`config.mk`:
```
export PLATFORM = sky130hd
export DESIGN_NAME = apb_master
export DESIGN_NICKNAME = d
export VERILOG_FILES = /design/src/rtl/apb_master.sv
export SDC_FILE = /design/constraint.sdc
export NUM_CORES = 1
export LEC_CHECK = 0
export CORE_MARGIN = 2
export CORE_UTILIZATION = 43
export CTS_BUF_LIST = sky130_fd_sc_hd__clkbuf_2
export DETAILED_ROUTE_END_ITERATION = 8
export HOLD_SLACK_MARGIN = 0.06
export PLACE_DENSITY = 0.95
export SKIP_LAST_GASP = 1
export SLEW_MARGIN = 40
export SYNTH_ARGS = -nofsm -noshare
export SYNTH_HDL_FRONTEND = slang
export SYNTH_SLANG_ARGS = --single-unit
```
`constraint.sdc`:
```
create_clock -name pclk -period 2.9 [get_ports pclk]
set_input_delay 0.58 -clock pclk [delete_from_list [all_inputs] [get_ports pclk]]
set_output_delay 0.58 -clock pclk [all_outputs]
set_load 0.01 [all_outputs]
```
`src/rtl/apb_master.sv`:
```
// APB requester: turns a valid/ready command into one SETUP/ACCESS transfer and a one-cycle response strobe.
// Latency: command accepted in IDLE, SETUP next cycle, response strobe the cycle after pready is sampled in ACCESS.
// Backpressure: cmd_ready drops while a transfer is in flight; rsp_valid cannot be stalled. Option: APB_MASTER_TIMEOUT_EN.
module apb_master #(
  parameter int ADDR_W  = 32,
  parameter int DATA_W  = 32,
  parameter int TIMEOUT = 16
) (
  input  logic              pclk,
  input  logic              preset,
  input  logic              cmd_valid,
  output logic              cmd_ready,
  input  logic              cmd_write,
  input  logic [ADDR_W-1:0] cmd_addr,
  input  logic [DATA_W-1:0] cmd_wdata,
  output logic              rsp_valid,
  output logic [DATA_W-1:0] rsp_rdata,
  output logic              rsp_err,
  output logic              rsp_timeout,
  output logic [ADDR_W-1:0] paddr,
  output logic [DATA_W-1:0] pwdata,
  output logic              pwrite,
  output logic              psel,
  output logic              penable,
  input  logic              pready,
  input  logic              pslverr,
  input  logic [DATA_W-1:0] prdata
);

  typedef enum logic [1:0] {IDLE, SETUP, ACCESS} state_t;

  if (TIMEOUT < 1) begin : g_bad_timeout
    $error("apb_master: TIMEOUT must be at least 1");
  end

  state_t            state_q, state_d;
  logic              psel_d, penable_d, pwrite_d, cmd_ready_d;
  logic              rsp_valid_d, rsp_err_d, rsp_timeout_d;
  logic [ADDR_W-1:0] paddr_d;
  logic [DATA_W-1:0] pwdata_d, rsp_rdata_d;
  logic              expire;

`ifdef APB_MASTER_TIMEOUT_EN
  localparam int CNT_W = (TIMEOUT > 1) ? $clog2(TIMEOUT) : 1;

  logic [CNT_W-1:0] wd_q, wd_d;

  // pready in the expiry cycle takes priority, so expiry requires pready low
  assign expire = (state_q == ACCESS) && !pready && (wd_q == CNT_W'(TIMEOUT - 1));

  always_comb begin
    wd_d = wd_q;
    if (state_q == SETUP) begin
      wd_d = '0;
    end else if (state_q == ACCESS && !pready) begin
      wd_d = wd_q + CNT_W'(1);
    end
  end

  always_ff @(posedge pclk) begin
    if (preset) begin
      wd_q <= '0;
    end else begin
      wd_q <= wd_d;
    end
  end
`else
  assign expire = 1'b0;
`endif

  always_comb begin
    state_d       = state_q;
    psel_d        = psel;
    penable_d     = penable;
    pwrite_d      = pwrite;
    paddr_d       = paddr;
    pwdata_d      = pwdata;
    cmd_ready_d   = cmd_ready;
    rsp_valid_d   = 1'b0;
    rsp_err_d     = rsp_err;
    rsp_rdata_d   = rsp_rdata;
    rsp_timeout_d = rsp_timeout;

    case (state_q)
      IDLE: begin
        cmd_ready_d = 1'b1;
        if (cmd_valid && cmd_ready) begin
          paddr_d     = cmd_addr;
          pwdata_d    = cmd_write ? cmd_wdata : '0;
          pwrite_d    = cmd_write;
          psel_d      = 1'b1;
          penable_d   = 1'b0;
          cmd_ready_d = 1'b0;
          state_d     = SETUP;
        end
      end
      SETUP: begin
        penable_d = 1'b1;
        state_d   = ACCESS;
      end
      ACCESS: begin
        if (pready || expire) begin
          psel_d        = 1'b0;
          penable_d     = 1'b0;
          cmd_ready_d   = 1'b1;
          rsp_valid_d   = 1'b1;
          rsp_err_d     = pready ? pslverr : 1'b1;
          rsp_rdata_d   = (pready && !pwrite) ? prdata : '0;
          rsp_timeout_d = !pready;
          state_d       = IDLE;
        end
      end
      default: begin
        psel_d      = 1'b0;
        penable_d   = 1'b0;
        cmd_ready_d = 1'b0;
        state_d     = IDLE;
      end
    endcase
  end

  always_ff @(posedge pclk) begin
    if (preset) begin
      state_q     <= IDLE;
      psel        <= 1'b0;
      penable     <= 1'b0;
      pwrite      <= 1'b0;
      paddr       <= '0;
      pwdata      <= '0;
      cmd_ready   <= 1'b0;
      rsp_valid   <= 1'b0;
      rsp_err     <= 1'b0;
      rsp_rdata   <= '0;
      rsp_timeout <= 1'b0;
    end else begin
      state_q     <= state_d;
      psel        <= psel_d;
      penable     <= penable_d;
      pwrite      <= pwrite_d;
      paddr       <= paddr_d;
      pwdata      <= pwdata_d;
      cmd_ready   <= cmd_ready_d;
      rsp_valid   <= rsp_valid_d;
      rsp_err     <= rsp_err_d;
      rsp_rdata   <= rsp_rdata_d;
      rsp_timeout <= rsp_timeout_d;
    end
  end

endmodule

```
==> run summary <==
CLOCK TREE
--------------------------------------------------------------------------------------------------------
Root Buffer ...............................................................................     clkbuf_2
Post-CTS clock slew at the launch and capture registers of the worst setup and hold paths .       220 ps
Insertion delay to the later sink of the worst-skew pair ..................................       520 ps
CTS Hold Bufs .............................................................................            0
CTS tree ..................................................................................          yes
Number of buffers on the longest clock path ...............................................            2
Post-CTS Setup Repair Bufs ................................................................            0
Post_cts resized ..........................................................................            0
Clock Sinks ...............................................................................          104
Maximum level of the CTS H-tree ...........................................................            3
Number of clock buffers inserted by TritonCTS .............................................            9

GRT
--------------------------------------------------------------------------------------------------------
GR Layer Usage met1 .......................................................................        25.4%
GR Layer Usage met2 .......................................................................        39.9%
Total GRT Usage ...........................................................................        22.4%
Pin count of the biggest net entering global routing ......................................           76
Most used routing layer ...................................................................         met2
Initial antenna violation count ...........................................................            0
Global route total overflow ...............................................................            0
Global-route wire length before repair ....................................................      17.5 mm
Met3 Track Usage GR .......................................................................        6.16%
Number of global-route vias before repair .................................................        3,729

ROUTE
--------------------------------------------------------------------------------------------------------
Final antenna-violating net count .........................................................            0
Detailed-route wire length per cell .......................................................      14.9 µm
Via count .................................................................................        3,846
Detail-routed via count per cell ..........................................................         5.12
Post-Route WL .............................................................................      11.2 mm
Post-detailed-route DRC marker count ......................................................            0
First-pass iteration count of the detailed router .........................................            4
First DRT Iteration DRCs ..................................................................          113

TIMING
--------------------------------------------------------------------------------------------------------
Hold violation count in the final report ..................................................            0
Unrepaired setup endpoints after global routing ...........................................           no
Setup TNS .................................................................................         0 ps
Fin. max-slew vios ........................................................................            0
Achievable clock frequency ................................................................      453 MHz
Final Cycle Share .........................................................................        76.2%
Pin slew with the least headroom to its limit .............................................       765 ps
Final critical path time including I/O delays and setup ...................................      2210 ps
Finish-stage setup viols ..................................................................            0
Relative max-transition margin ............................................................        49.0%
Setup skew after layout ...................................................................      28.4 ps

FLOORPLANNING
--------------------------------------------------------------------------------------------------------
Die X .....................................................................................      97.9 µm
Total I/O pin count .......................................................................          205
Starting utilization of the core area .....................................................        43.9%
Height of the die .........................................................................      97.9 µm
Die area ..................................................................................  0.00959 mm²
Core region area ..........................................................................  0.00864 mm²
Number of placement rows ..................................................................           34

CELLS AND AREA
--------------------------------------------------------------------------------------------------------
Top library cells by usage in the layout, fill and taps aside ............................. clkdlybuf4s50_1 (203), nand2_1 (132), dfxtp_1 (104)
Final antenna diode count .................................................................            0
Post-layout util ..........................................................................        68.7%
Most common cell after layout, fill and taps aside ........................................ clkdlybuf4s50_1
Area of all sequential standard cells .....................................................  0.00208 mm²
P&R area growth vs syn ....................................................................        56.3%
Total area of multi-input combinational cells .............................................  0.00151 mm²
Net count reported at finish ..............................................................          741
Number of filler cells placed in the layout ...............................................          668
Fraction of layout cells with a size suffix above 1 .......................................        4.20%
Final Instance Count excl. Fillers ........................................................          751

SYNTHESIS
--------------------------------------------------------------------------------------------------------
Warnings from Yosys .......................................................................            0
Syn Inst Count ............................................................................          456
Post-Synth Adder-Cell Area ................................................................           0%
Area fraction in compound gates after synthesis ...........................................        13.7%
Cell area after technology mapping ........................................................  0.00379 mm²
Mux share of post-synthesis cell area .....................................................       0.264%
Number of unique standard cell types used by synthesis ....................................           19
Post-synthesis sequential area ratio ......................................................        54.9%
Number of register bits inferred by synthesis .............................................          104
Share of the synthesized netlist area taken by xor and xnor gates .........................           0%
Main combinational cell family by area after synthesis .................................... simple AND/OR/NAND/NOR gates
Syn Area/Cell .............................................................................     8.32 µm²
Syn nets ..................................................................................          558
Post-synthesis simple-gate area fraction ..................................................        25.4%

PLACEMENT
--------------------------------------------------------------------------------------------------------
Total instance count after detailed placement .............................................          736
Number of buffers inserted by port buffering ..............................................          204
Routability congestion estimate ...........................................................        0.872
HPWL after detailed placement .............................................................      8.18 mm

RUN
--------------------------------------------------------------------------------------------------------
Number of violations of the max-capacitance limit .........................................            0

SETUP PATH
--------------------------------------------------------------------------------------------------------
Crit path required time ...................................................................      2320 ps
R2R cell count ............................................................................            4
Slowest stage cell on the critical path ................................................... clkdlybuf4s50_1
Series of cell instances along the critical path .......................................... clkdlybuf4s50_1
Crit path buffers/inverters ...............................................................            1
Start-to-end type of the worst setup path .................................................   reg -> out
Type of element capturing the critical path ............................................... primary output
Number of logic stages on the critical path including buffering ...........................            1
Worst reg2reg setup slack .................................................................      1330 ps
Launching element type of the critical path ...............................................     register
Kind of cell adding the most delay to the critical path ................................... buffers and inverters
Maximum cell stage delay along the critical path ..........................................       610 ps
Biggest fanout along the worst timing path ................................................            9
Critical path data arrival time ...........................................................      1630 ps

HOLD PATH
--------------------------------------------------------------------------------------------------------
Hold Path Depth ...........................................................................            2
Classification of the worst-slack hold path ...............................................   reg -> reg

POWER AND IR DROP
--------------------------------------------------------------------------------------------------------
Total power divided by cell area ..........................................................   418 mW/mm²
IR Drop Worst-Case VDD ....................................................................     0.239 mV
Static Leak ...............................................................................      2.00 nW

STATUS
--------------------------------------------------------------------------------------------------------
Status ....................................................................................    completed

[registers in the layout, indices dropped and copies added, names as in the netlist]
signal,flops
psel,1
penable,1
rsp_rdata,32
rsp_err,1
state_q,1
pwrite,1
cmd_ready,1
rsp_timeout,1
rsp_valid,1
pwdata,32
paddr,32
[where the power goes]
part	internal [mW]	total [mW]	switching, mW
registers	1.48	1.51	0.0278
clock network	0.117	0.552	0.435
logic	0.245	0.420	0.175
[cell families (layout without fill, tap and decap cells)]
| group | count (synthesis) | count (layout) |
|---|---|---|
| AND/OR/NAND/NOR | 206 | 206 |
| AO/OA/AOI/OAI | 103 | 103 |
| flip-flops | 104 | 104 |
| buffers and inverters | 42 | 229 |
| multiplexers | 1 | 1 |
[through the flow]
stage | hold WS [ps] | total power, mW | setup slack (ps) | cell area (µm²)
after floorplan | 476 | 1.70 | 1440 | 3790
after global placement | 438 | 1.94 | 801 | 5850
after detailed placement | 443 | 1.96 | 752 | 5850
after CTS | 468 | 2.51 | 606 | 5930
after global routing | 491 | 2.61 | 553 | 5930
final | 468 | 2.48 | 692 | 5930
[layer usage]
metal  up-vias  wire, µm
met5         -         0
met4         0       254
met3        23       821
met2       160      5640
met1      1785      4480
li1       1878         -
[path summary, 6_finish.rpt]
path / endpoint / startpoint
hold / removal: pwdata[16]$_SDFFE_PP0P_ / pwdata[16]$_SDFFE_PP0P_
setup / recovery: penable / penable$_SDFFE_PP0P_
hold reg to reg: pwdata[16]$_SDFFE_PP0P_ / pwdata[16]$_SDFFE_PP0P_
setup reg to reg: paddr[12]$_SDFFE_PP0P_ / state_q[0]$_SDFFE_PP0P_
[worst register-to-register path, delay by kind of cell, from the launching register on]
kind | cells | cell delay, ps
flops | 1 | 440
compound gates | 1 | 70
simple gates | 2 | 630
buf+inv | 1 | 330
[layout make-up]
cell class	count	area share, %
Tap cell	108	2.28
Multi-Input combinational cell	310	25.4
Sequential cell	104	35.1
Timing Repair Buffer	213	35.7
Inverter	1	0.0633
Clock inverter	3	0.338
Clock buffer	12	1.01
[synthesized netlist by cell type]
library cell    n  area (µm²)
a21oi_1       101         505
and3b_1         1        8.76
and4bb_1        1        12.5
buf_1           1        3.75
buf_2          10        50.1
buf_4           7        52.6
buf_6           3        33.8
clkbuf_1       20        75.1
dfxtp_1       104        2080
inv_1           1        3.75
mux2i_1         1        10.0
nand2_1       132         495
nand3_1        32         160
nand3b_1       33         248
nand4bb_1       1        11.3
nor2_1          5        18.8
nor3b_1         1        7.51
o211a_1         1        10.0
o21ai_0         1        5.00
Power figures use the tool's default switching activity.
